--- src/rtl/serial_bit_feeder_pkg.sv ---
// Shared definitions for the serial bit feeder and the downstream sequence detectors:
// state encoding, counter widths and a constant clog2 helper.
package serial_bit_feeder_pkg;

  typedef enum logic [1:0] {
    StIdle  = 2'd0,
    StShift = 2'd1,
    StGap   = 2'd2
  } state_e;

  localparam int unsigned GapCntW = 4;

  function automatic int unsigned clog2(input int unsigned value);
    int unsigned result;
    result = 0;
    for (int i = 0; i < 32; i++) begin
      if ((64'd1 << result) < 64'(value)) begin
        result++;
      end
    end
    return result;
  endfunction

endpackage

--- src/rtl/serial_bit_feeder_if.sv ---
// Word handshake into the feeder and serial bit stream out of it.
interface serial_bit_feeder_if #(
  parameter int unsigned WIDTH = 8
);
  logic [WIDTH-1:0] din;
  logic             din_valid;
  logic             din_ready;
  logic             x;
  logic             x_valid;
  logic             frame_done;
  logic             busy;

  modport master (
    output din, din_valid,
    input  din_ready, x, x_valid, frame_done, busy
  );

  modport slave (
    input  din, din_valid,
    output din_ready, x, x_valid, frame_done, busy
  );
endinterface

--- src/rtl/serial_bit_feeder_load_down_counter.sv ---
// Loadable down-counter that saturates at zero; load has priority over enable.
module serial_bit_feeder_load_down_counter #(
  parameter int unsigned Width = 4
) (
  input  logic             clk_i,
  input  logic             rst_i,
  input  logic             load_i,
  input  logic [Width-1:0] load_val_i,
  input  logic             en_i,
  output logic [Width-1:0] count_o,
  output logic             zero_o
);

  logic [Width-1:0] count_d, count_q;

  always_comb begin
    count_d = count_q;
    if (load_i) begin
      count_d = load_val_i;
    end else if (en_i && (count_q != '0)) begin
      count_d = count_q - Width'(1);
    end
  end

  always_ff @(posedge clk_i) begin
    if (rst_i) begin
      count_q <= '0;
    end else begin
      count_q <= count_d;
    end
  end

  assign count_o = count_q;
  assign zero_o  = (count_q == '0);

endmodule

--- src/rtl/serial_bit_feeder.sv ---
// Serializes parallel words onto a single bit stream for the sequence detectors, with
// optional idle gap between words and zero-bubble back-to-back transfers when no gap is set.
module serial_bit_feeder
  import serial_bit_feeder_pkg::*;
#(
  parameter int unsigned WIDTH      = 8,
  parameter bit          MSB_FIRST  = 1'b1,
  parameter int unsigned GAP_CYCLES = 0
) (
  input logic                clk,
  input logic                rst,
  serial_bit_feeder_if.slave bus
);

  localparam int unsigned         BitCntW = clog2(WIDTH);
  localparam bit                  HasGap  = (GAP_CYCLES > 0);
  localparam logic [BitCntW-1:0]  BitLoad = BitCntW'(WIDTH - 1);
  localparam logic [GapCntW-1:0]  GapLoad = HasGap ? GapCntW'(GAP_CYCLES - 1) : '0;

  state_e           state_d, state_q;
  logic [WIDTH-1:0] sreg_d, sreg_q;
  logic             x_d, x_q;
  logic             x_valid_d, x_valid_q;
  logic             frame_done_d, frame_done_q;
  logic             busy_d, busy_q;

  logic               bit_load, bit_en, bit_zero;
  logic [BitCntW-1:0] bit_cnt;
  logic               gap_load, gap_en, gap_zero;
  logic [GapCntW-1:0] gap_cnt;
  logic               din_ready, xfer;

  serial_bit_feeder_load_down_counter #(
    .Width (BitCntW)
  ) u_bit_cnt (
    .clk_i      (clk),
    .rst_i      (rst),
    .load_i     (bit_load),
    .load_val_i (BitLoad),
    .en_i       (bit_en),
    .count_o    (bit_cnt),
    .zero_o     (bit_zero)
  );

  serial_bit_feeder_load_down_counter #(
    .Width (GapCntW)
  ) u_gap_cnt (
    .clk_i      (clk),
    .rst_i      (rst),
    .load_i     (gap_load),
    .load_val_i (GapLoad),
    .en_i       (gap_en),
    .count_o    (gap_cnt),
    .zero_o     (gap_zero)
  );

  logic unused_gap_cnt;
  assign unused_gap_cnt = ^gap_cnt;

  // Ready on the last bit only without a gap, so the next word follows with no bubble.
  assign din_ready = (state_q == StIdle) || (!HasGap && (state_q == StShift) && bit_zero);
  assign xfer      = bus.din_valid && din_ready;

  always_comb begin
    state_d  = state_q;
    sreg_d   = sreg_q;
    bit_load = 1'b0;
    bit_en   = 1'b0;
    gap_load = 1'b0;
    gap_en   = 1'b0;
    case (state_q)
      StIdle: begin
        if (xfer) begin
          sreg_d   = bus.din;
          bit_load = 1'b1;
          state_d  = StShift;
        end
      end
      StShift: begin
        if (!bit_zero) begin
          sreg_d = MSB_FIRST ? (sreg_q << 1) : (sreg_q >> 1);
          bit_en = 1'b1;
        end else if (HasGap) begin
          sreg_d   = '0;
          gap_load = 1'b1;
          state_d  = StGap;
        end else if (xfer) begin
          sreg_d   = bus.din;
          bit_load = 1'b1;
        end else begin
          sreg_d  = '0;
          state_d = StIdle;
        end
      end
      StGap: begin
        gap_en = 1'b1;
        if (gap_zero) begin
          state_d = StIdle;
        end
      end
      default: begin
        sreg_d  = '0;
        state_d = StIdle;
      end
    endcase
  end

  // Outputs are registered from next state, so they line up with state_q/sreg_q.
  always_comb begin
    x_valid_d    = (state_d == StShift);
    x_d          = x_valid_d && (MSB_FIRST ? sreg_d[WIDTH-1] : sreg_d[0]);
    frame_done_d = bit_en && (bit_cnt == BitCntW'(1));
    busy_d       = (state_d == StShift) || (state_d == StGap);
  end

  always_ff @(posedge clk) begin
    if (rst) begin
      state_q      <= StIdle;
      sreg_q       <= '0;
      x_q          <= 1'b0;
      x_valid_q    <= 1'b0;
      frame_done_q <= 1'b0;
      busy_q       <= 1'b0;
    end else begin
      state_q      <= state_d;
      sreg_q       <= sreg_d;
      x_q          <= x_d;
      x_valid_q    <= x_valid_d;
      frame_done_q <= frame_done_d;
      busy_q       <= busy_d;
    end
  end

  assign bus.din_ready  = din_ready;
  assign bus.x          = x_q;
  assign bus.x_valid    = x_valid_q;
  assign bus.frame_done = frame_done_q;
  assign bus.busy       = busy_q;

endmodule
--- src/flat_wrapper.sv ---
// flat-port wrapper written by rule: the top's interface ports become plain ports
module serial_bit_feeder_flat import serial_bit_feeder_pkg::*;
#(
  parameter int unsigned WIDTH      = 8,
  parameter bit          MSB_FIRST  = 1'b1,
  parameter int unsigned GAP_CYCLES = 0
)
  (clk, rst, bus_din, bus_din_valid, bus_din_ready, bus_x, bus_x_valid, bus_frame_done, bus_busy);
  serial_bit_feeder_if #(.WIDTH(WIDTH)) bus_i ();
  input logic clk;
  input logic rst;
  input wire logic [$bits(bus_i.din)-1:0] bus_din;
  input wire logic [$bits(bus_i.din_valid)-1:0] bus_din_valid;
  output wire logic [$bits(bus_i.din_ready)-1:0] bus_din_ready;
  output wire logic [$bits(bus_i.x)-1:0] bus_x;
  output wire logic [$bits(bus_i.x_valid)-1:0] bus_x_valid;
  output wire logic [$bits(bus_i.frame_done)-1:0] bus_frame_done;
  output wire logic [$bits(bus_i.busy)-1:0] bus_busy;
  assign bus_i.din = bus_din;
  assign bus_i.din_valid = bus_din_valid;
  assign bus_din_ready = bus_i.din_ready;
  assign bus_x = bus_i.x;
  assign bus_x_valid = bus_i.x_valid;
  assign bus_frame_done = bus_i.frame_done;
  assign bus_busy = bus_i.busy;
  serial_bit_feeder #(.WIDTH(WIDTH), .MSB_FIRST(MSB_FIRST), .GAP_CYCLES(GAP_CYCLES)) u_core (.clk(clk), .rst(rst), .bus(bus_i));
endmodule
--- config.mk ---
export PLATFORM = sky130hd
export DESIGN_NAME = serial_bit_feeder_flat
export DESIGN_NICKNAME = d
export VERILOG_FILES = /design/src/rtl/serial_bit_feeder_pkg.sv /design/src/rtl/serial_bit_feeder_if.sv /design/src/rtl/serial_bit_feeder_load_down_counter.sv /design/src/rtl/serial_bit_feeder.sv /design/src/flat_wrapper.sv
export SDC_FILE = /design/constraint.sdc
export NUM_CORES = 1
export LEC_CHECK = 0
export ABC_AREA = 1
export CAP_MARGIN = 20
export CORE_MARGIN = 3
export CORE_UTILIZATION = 40
export CTS_CLUSTER_SIZE = 40
export DETAILED_ROUTE_END_ITERATION = 6
export PLACE_DENSITY = 0.71
export SYNTH_ARGS = -nofsm -noshare
export SYNTH_HDL_FRONTEND = slang
export SYNTH_SLANG_ARGS = --single-unit
--- constraint.sdc ---
create_clock -name clk -period 2.2 [get_ports clk]
set_clock_uncertainty 0.1 [all_clocks]
set_input_delay 0.44 -clock clk [delete_from_list [all_inputs] [get_ports clk]]
set_output_delay 0.44 -clock clk [all_outputs]
set_load 0.02 [all_outputs]
==> flow_summary.yaml, run 1 <==
run_status:
  status: "completed"
power:
  p_leak_nw: 0.5740
  p_comb_frac: 0.209
  peakVddDrop_mv: 0.4035
  seqPwrFrac: 0.541
  power_frac_clock: 0.250
  switchingPower_mw: 0.2335
  p_int_mw: 0.5430
  power.density_mw_per_mm2: 643.1
  swShare: 0.3007
yosys:
  synth_fp_nets: 149
  yosys_register_bits: 21
  synthDistinctLibCells: 18
  syn_area_um2: 996.0
  syn_avg_cell_area_um2: 7.488
  synth_warnings: 0
  synth_cells: 133
  ys_seq_area_frac: 0.4221
die:
  die_x_um: 55.90
  core_area_mm2: 0.002297
  row_count: 17
  die_area_mm2: 0.003125
  initial_core_util: 0.4336
  num_io_pins: 16
  die_y_um: 55.90
global_routing:
  grt_max_degree: 14
  grt_pass1_vias: 805
  grt_antenna_before_repair: 0
  grt_overflow: 0
  grt_pass1_wl_um: 3553
  grt_usage: 0.1418
setup_path:
  start_kind: "flip-flop"
  endpoint_kind: "output port"
  worst-endpoint-arrival_ns: 1.55
  critPathMaxStageDelay_ns: 0.40
  crit_slowest_cell: "dfxtp_1"
  path_max_fanout: 4
  crit_type: "flip-flop to output port"
  required_ns: 1.66
  crit_chain: "inv_1, ha_1, nand2_1, a21oi_1, dlygate4sd2_1"
clock_network:
  cts_buffer_depth: 2
  cts_root_buf: "clkbuf_4"
  cts_setup_buffers: 0
  ctsResizeCount: 1
  clock_sinks: 21
  cts_tree: "built"
  cts_hold_buf: 0
  path_clk_slew_ns: 0.11
  clkLatencyLatePin_ns: 0.31
  cts_buffers: 3
  htreeDepth: 1
detailed_routing:
  antenna_left: 0
  vias: 875
  first_iter_violations: 9
  wire_per_inst_um: 10.87
  dr.pass1.iters: 4
  postRouteWirelength_um: 1946
  via_per_inst: 4.888
  remaining_drc_errors: 0
sta:
  hold_viol: 0
  max_freq_ghz: 0.4778
  period_needed_ns: 2.093
  worstMarginPinSlew_ns: 0.4119
  rsz0062_at_grt: "no"
  maxSlewViolCount: 0
  post-route-period-util: 0.9512
  setup_violations: 0
  fin_tns_setup_ns: 0
  slew_headroom: 0.7251
final_layout:
  fill_cells: 233
  area_growth_pct: 21.23
  fin_cells: 179
  final_common_cell: "nand2_1"
  nets: 168
  antenna_cells: 0
  final_cell_mix: "nand2_1 (30), nand3_1 (29), dfxtp_1 (21)"
  layout-drive-gt1-share: 0.1258
run:
  drv_cap: 0
min_path:
  hold_path.class: "flip-flop to flip-flop"
place:
  gp_congestion: 0.7611
  place.port_buffers: 15
  dpl.cell_count: 175
  place_hpwl_um: 1435
synthesized netlist by cell type, drive strengths merged:
master  number  share of area
nand3       29           0.15
ha           5          0.063
nand2       35           0.15
dfxtp       21           0.42
nor2        13          0.078
xnor2        1         0.0088
xor2         1         0.0088
inv         19          0.074
buf          2          0.010
a21oi        6          0.030
o21ai        1         0.0050
per-layer routing:
layer,track usage,share of wire,vias up
met1,0.1810,0.46,389
met2,0.2230,0.46,24
met3,0.03944,0.069,4
met4,0.06102,0.012,0
met5,0,0,-
li1,-,-,458
critical path: cells and delay by family (launching register included):
family          cells  cell delay [ns]
fa+ha+maj           1             0.20
simple gates        1             0.15
buf+inv             2             0.41
flops               1             0.40
compound gates      1             0.09
stage by stage:
stage / instance area [um^2] / hold WS, ns / setup slack, ns / util / power [mW]
6_report: 1207 / 0.3827 / 0.1073 / 0.5256 / 0.7765
5_1_grt: 1207 / 0.4275 / 0.003459 / 0.5256 / 0.8248
4_1_cts: 1207 / 0.3871 / 0.09758 / 0.5256 / 0.7812
3_5_place_dp: 1179 / 0.3690 / 0.1962 / 0.5131 / 0.5935
3_3_place_gp: 1179 / 0.3544 / 0.2462 / 0.5131 / 0.5871
2_1_floorplan: 996.0 / 0.3450 / 0.6677 / - / 0.5373
registers in the layout, indices dropped and copies added, names as in the netlist:
| signal | flops |
|---|---|
| u_core.sreg_q | 8 |
| u_core.u_gap_cnt.count_o | 4 |
| u_core.u_bit_cnt.count_o | 3 |
| u_core.state_q | 2 |
| u_core.bus.busy | 1 |
| u_core.bus.frame_done | 1 |
| u_core.bus.x | 1 |
| u_core.bus.x_valid | 1 |
path summary, 6_finish.rpt:
check,from,endpoint,slack [ns],depth (start not counted)
max,u_core.u_bit_cnt.count_o[0]$_SDFFE_PP0P_,bus_din_ready,0.11,5
min,u_core.u_bit_cnt.count_o[1]$_SDFFE_PP0P_,u_core.u_bit_cnt.count_o[1]$_SDFFE_PP0P_,0.38,2
max reg2reg,u_core.u_bit_cnt.count_o[0]$_SDFFE_PP0P_,u_core.bus.busy$_SDFF_PP0_,0.69,7
min reg2reg,u_core.u_bit_cnt.count_o[1]$_SDFFE_PP0P_,u_core.u_bit_cnt.count_o[1]$_SDFFE_PP0P_,0.38,2
final cells by class:
cell class / count / area, um^2 / share of cell area
multi-input combinational: 91 / 491.7 / 0.4073
clock buffer: 3 / 22.52 / 0.01865
inverter: 19 / 73.82 / 0.06114
sequential: 21 / 420.4 / 0.3482
timing repair buffer: 16 / 156.4 / 0.1295
clock inverter: 1 / 7.507 / 0.006218
tap: 28 / 35.03 / 0.02902
power by group through the flow:
stage	clock network [mW]	logic, mW	registers, mW
after floorplan	0	0.106	0.431
after global placement	0	0.161	0.427
after detailed placement	0	0.165	0.428
after CTS	0.197	0.165	0.420
after global routing	0.217	0.184	0.423
final	0.194	0.163	0.420
logic make-up (layout without fill, tap and decap cells):
logic type,after synthesis,count (layout),share of synthesized area
xor gates and xnor gates,2,2,0.01759
DFF,21,21,0.4221
adders and majority gates,5,5,0.06281
AOI/OAI and AO/OA,7,7,0.03517
and+or+nand+nor,77,77,0.3781
buffers and inverters,21,39,0.08417
Power figures use the tool's default switching activity.
==> inputs of run 2 (changes only) <==
--- a/config.mk
+++ b/config.mk
@@ -12,6 +12,7 @@
 export CTS_CLUSTER_SIZE = 40
 export DETAILED_ROUTE_END_ITERATION = 6
 export PLACE_DENSITY = 0.71
+export SKIP_CTS_REPAIR_TIMING = 1
 export SYNTH_ARGS = -nofsm -noshare
 export SYNTH_HDL_FRONTEND = slang
 export SYNTH_SLANG_ARGS = --single-unit
==> run 2 against run 1 <==
Against the previous run:
- die area unchanged
- design area increased by 0.31%
- sequential power about the same
- power decreased by 0.15%
- first-iteration DRC count increased by 44%
- via count increased by 0.11%
- worst setup slack improved by 0.12 ns
- count of clock-buffer cells in the layout unchanged
- critical path type unchanged
- critical endpoint unchanged
- largest power group unchanged
==> flow_summary.yaml, run 2 (same netlist as run 1, synthesis figures left out) <==
sta:
  post-route-period-util: 0.8955
  slew_headroom: 0.7175
  hold_viol: 0
  setup_violations: 0
  worstMarginPinSlew_ns: 0.4233
  period_needed_ns: 1.970
  hold_ws_ns: 0.3885
  fin_tns_setup_ns: 0
  max_freq_ghz: 0.5076
  rsz0062_at_grt: "no"
  setup_slack_ns: 0.2299
  maxSlewViolCount: 0
detailed_routing:
  via_per_inst: 4.894
  antenna_left: 0
  dr.pass1.iters: 4
  wire_per_inst_um: 11.01
  vias: 876
  postRouteWirelength_um: 1971
  first_iter_violations: 13
  remaining_drc_errors: 0
global_routing:
  grt_overflow: 0
  grt_pass1_wl_um: 3553
  grt_pass1_vias: 805
  grt_antenna_before_repair: 0
  grt_usage: 0.1418
  grt_max_degree: 14
die:
  core_area_mm2: 0.002297
  num_io_pins: 16
  initial_core_util: 0.4336
  die_y_um: 55.90
  row_count: 17
  die_area_mm2: 0.003125
  die_x_um: 55.90
clock_network:
  cts_tree: "built"
  clkLatencyLatePin_ns: 0.31
  cts_root_buf: "clkbuf_4"
  path_clk_slew_ns: 0.12
  clock_sinks: 21
  cts_buffers: 3
  htreeDepth: 1
  cts_buffer_depth: 2
final_layout:
  regMostFlops: "u_core.sreg_q"
  nets: 168
  antenna_cells: 0
  fin_cells: 179
  layout-drive-gt1-share: 0.1258
  area_growth_pct: 21.61
  final_common_cell: "nand2_1"
  fill_cells: 234
  largest_reg_flops: 8
  final_cell_mix: "nand2_1 (30), nand3_1 (29), dfxtp_1 (21)"
setup_path:
  critical_path_buf_inv_count: 2
  crit_slowest_cell: "dfxtp_1"
  worst-endpoint-arrival_ns: 1.43
  crit_chain: "inv_1, ha_1, nand2_1, a21oi_1, dlymetal6s2s_1"
  critPathMaxStageDelay_ns: 0.39
  crit_type: "flip-flop to output port"
  endpoint_kind: "output port"
  path_max_fanout: 4
  required_ns: 1.66
  crit_family: "flip-flops"
  start_kind: "flip-flop"
place:
  post-place-ws_ns: 0.1962
  dpl.cell_count: 175
  place.port_buffers: 15
  place_hpwl_um: 1435
  gp_congestion: 0.7611
power:
  p_leak_nw: 0.5779
  peakVddDrop_mv: 0.4037
  power.density_mw_per_mm2: 640.2
run:
  drv_cap: 0
min_path:
  hold_path.class: "flip-flop to flip-flop"
run_status:
  status: "completed"
==> run 2: worst reg2reg max path, stage by stage, from the launching register on <==
cell     delay, ns
dfxtp_1       0.39
inv_1         0.08
ha_1          0.20
nand2_1       0.15
nand2_2       0.12
nand2_4       0.09
ha_1          0.23
nor2_1        0.10
==> run 2: metrics by stage <==
step / total power [mW] / util / cell area [um^2]
detailed placement: 0.5935 / 0.5131 / 1179
finish: 0.7753 / 0.5272 / 1211
CTS: 0.7828 / 0.5261 / 1209
global placement: 0.5871 / 0.5131 / 1179
floorplan: 0.5373 / - / 996.0
global route: 0.8269 / 0.5272 / 1211
==> run 2: cell type report <==
cell class                 instances  area [um^2]  area share
clock buffer                       3        22.52     0.01860
clock inverter                     1        7.507    0.006198
inverter                          19        73.82     0.06095
multi-input combinational         91        491.7      0.4060
sequential                        21        420.4      0.3471
tap                               28        35.03     0.02893
timing repair buffer              16        160.2      0.1322
==> run 2: worst paths after layout <==
kind,startpoint,end,slack (ns),depth (start not counted)
worst max-delay path,u_core.u_bit_cnt.count_o[0]$_SDFFE_PP0P_,bus_din_ready,0.23,5
worst min-delay path,u_core.u_gap_cnt.count_o[1]$_SDFFE_PP0P_,u_core.u_gap_cnt.count_o[1]$_SDFFE_PP0P_,0.39,2
worst max register to register,u_core.u_bit_cnt.count_o[0]$_SDFFE_PP0P_,u_core.bus.busy$_SDFF_PP0_,0.69,7
worst min register to register,u_core.u_gap_cnt.count_o[1]$_SDFFE_PP0P_,u_core.u_gap_cnt.count_o[1]$_SDFFE_PP0P_,0.39,2
==> run 2: report_power, final <==
group          internal, mW  switching (mW)
Clock                0.0693           0.122
Sequential            0.405          0.0152
Combinational        0.0698          0.0946
==> run 2: metal layers <==
layer  vias up  GRT usage  wire [um]
li1        459          -          -
met5         -          0          0
met4         0    0.06102         10
met1       390     0.1810        900
met2        25     0.2230        930
met3         2    0.03944        129
==> inputs of run 3 (changes only) <==
--- a/config.mk
+++ b/config.mk
@@ -7,12 +7,15 @@
 export LEC_CHECK = 0
 export ABC_AREA = 1
 export CAP_MARGIN = 20
+export CELL_PAD_IN_SITES_DETAIL_PLACEMENT = 1
+export CELL_PAD_IN_SITES_GLOBAL_PLACEMENT = 1
 export CORE_MARGIN = 3
 export CORE_UTILIZATION = 40
 export CTS_CLUSTER_SIZE = 40
 export DETAILED_ROUTE_END_ITERATION = 6
-export PLACE_DENSITY = 0.71
+export PLACE_DENSITY = 0.9
 export SKIP_CTS_REPAIR_TIMING = 1
+export SLEW_MARGIN = 20
 export SYNTH_ARGS = -nofsm -noshare
 export SYNTH_HDL_FRONTEND = slang
 export SYNTH_SLANG_ARGS = --single-unit
==> run 3 against run 2 <==
Against the previous run:
- worst setup slack lost 0.013 ns
- power increased by 0.71%
- final cell count stayed put
- worst hold slack got worse by 0.010 ns
- sequential power hardly changed
- highest routed layer unchanged
- register-to-register slack got worse by 0.04 ns
- non-clock buffer count unchanged
- design area is 0.31% lower
- sequential share of layout area rose by 0.11 points
- core utilization fell by 0.16 points
==> flow_summary.yaml, run 3 (same netlist as run 1, synthesis figures left out) <==
run_status:
  status: "completed"
sta:
  rsz0062_at_grt: "no"
  max_freq_ghz: 0.5043
  hold_ws_ns: 0.3783
  period_needed_ns: 1.983
  worstMarginPinSlew_ns: 0.4615
  post-route-period-util: 0.9013
  setup_violations: 0
  fin_tns_setup_ns: 0
  slew_headroom: 0.6920
  hold_viol: 0
  maxSlewViolCount: 0
final_layout:
  area_growth_pct: 21.23
  fin_cells: 179
  layout-drive-gt1-share: 0.1192
  final_cell_area_mm2: 0.001207
  fill_cells: 293
  largest_reg_flops: 8
  antenna_cells: 0
  nets: 168
  final_common_cell: "nand2_1"
  regMostFlops: "u_core.sreg_q"
  final_cell_mix: "nand2_1 (30), nand3_1 (29), dfxtp_1 (21)"
  multi_input_area_um2: 491.7
  seqCellArea_um2: 420.4
clock_network:
  cts_buffer_depth: 2
  clock_sinks: 21
  cts_buffers: 3
  cts_root_buf: "clkbuf_4"
  clkLatencyLatePin_ns: 0.31
  path_clk_slew_ns: 0.12
  htreeDepth: 1
  cts_tree: "built"
global_routing:
  grt_pass1_wl_um: 4188
  grt_pass1_vias: 936
  grt_antenna_before_repair: 0
  grt_overflow: 0
  top_usage_layer: "met2"
  grt_usage: 0.1687
  grt_max_degree: 14
  met2_usage: 0.2939
  gr-usage-met1: 0.2006
  use_met3: 0.02552
place:
  dpl.cell_count: 175
  postPlaceCellArea_mm2: 0.001179
  place_hpwl_um: 1814
  gp_congestion: 0.7776
  place.port_buffers: 15
die:
  initial_core_util: 0.4336
  die_y_um: 55.90
  die_x_um: 55.90
  num_io_pins: 16
  row_count: 17
  die_area_mm2: 0.003125
  core_area_mm2: 0.002297
setup_path:
  worst-endpoint-arrival_ns: 1.44
  critPathMaxStageDelay_ns: 0.40
  crit_type: "flip-flop to output port"
  required_ns: 1.66
  path_max_fanout: 4
  endpoint_kind: "output port"
  crit_chain: "inv_1, ha_1, nand2_1, a21oi_1, dlymetal6s2s_1"
  crit_slowest_cell: "dfxtp_1"
  r2r_setup_slack_ns: 0.65
  start_kind: "flip-flop"
detailed_routing:
  wire_per_inst_um: 13.47
  antenna_left: 0
  remaining_drc_errors: 0
  vias: 898
  first_iter_violations: 17
  dr.pass1.iters: 3
  via_per_inst: 5.017
  postRouteWirelength_um: 2412
power:
  peakVddDrop_mv: 0.3946
  power.density_mw_per_mm2: 646.7
  p_leak_nw: 0.5789
  power_mw: 0.7808
min_path:
  hold_path.class: "flip-flop to flip-flop"
run:
  drv_cap: 0
==> run 3: cell types whose count changed in the layout (fill, tap and decap cells not counted) <==
| cell | change |
|---|---|
| clkinvlp_4 | -1 |
| clkbuf_1 | +1 |
==> run 3: final cells by class <==
class | count | area share
inverter | 19 | 0.06114
multi-input combinational | 91 | 0.4073
clock buffer | 4 | 0.02176
tap | 28 | 0.02902
sequential | 21 | 0.3482
timing repair buffer | 16 | 0.1326
==> run 3: routing by layer <==
metal,share of wire,vias up
met5,0,-
met4,0.016,0
met3,0.029,4
met2,0.52,10
met1,0.44,427
li1,-,457
==> run 3: path summary, 6_finish.rpt <==
| kind | from | end | cells past startpoint |
|---|---|---|---|
| max | u_core.u_bit_cnt.count_o[0]$_SDFFE_PP0P_ | bus_din_ready | 5 |
| min | u_core.u_gap_cnt.count_o[1]$_SDFFE_PP0P_ | u_core.u_gap_cnt.count_o[1]$_SDFFE_PP0P_ | 2 |
| max reg2reg | u_core.u_bit_cnt.count_o[0]$_SDFFE_PP0P_ | u_core.bus.busy$_SDFF_PP0_ | 7 |
| min reg2reg | u_core.u_gap_cnt.count_o[1]$_SDFFE_PP0P_ | u_core.u_gap_cnt.count_o[1]$_SDFFE_PP0P_ | 2 |
==> run 3: report_power, final <==
part,internal (mW),leakage [nW],total (mW),switching [mW]
clock network,0.0708,0.0150,0.190,0.119
logic,0.0704,0.392,0.171,0.100
registers,0.405,0.172,0.420,0.0151
==> run 3: critical path: cells and delay by family, from the launching register on <==
kind | cells | cell delay (ns)
flip-flops | 1 | 0.40
buffers and inverters | 2 | 0.29
adder cells (fa/ha/maj) | 1 | 0.20
AND/OR/NAND/NOR | 1 | 0.16
AO/OA/AOI/OAI | 1 | 0.09
==> run 3: metrics by stage <==
step | util | setup WS, ns
global route | 0.5256 | 0.05862
detailed placement | 0.5131 | 0.1819
CTS | 0.5245 | -0.1912
global placement | 0.5131 | 0.2455
finish | 0.5256 | 0.2171
floorplan | - | 0.6677
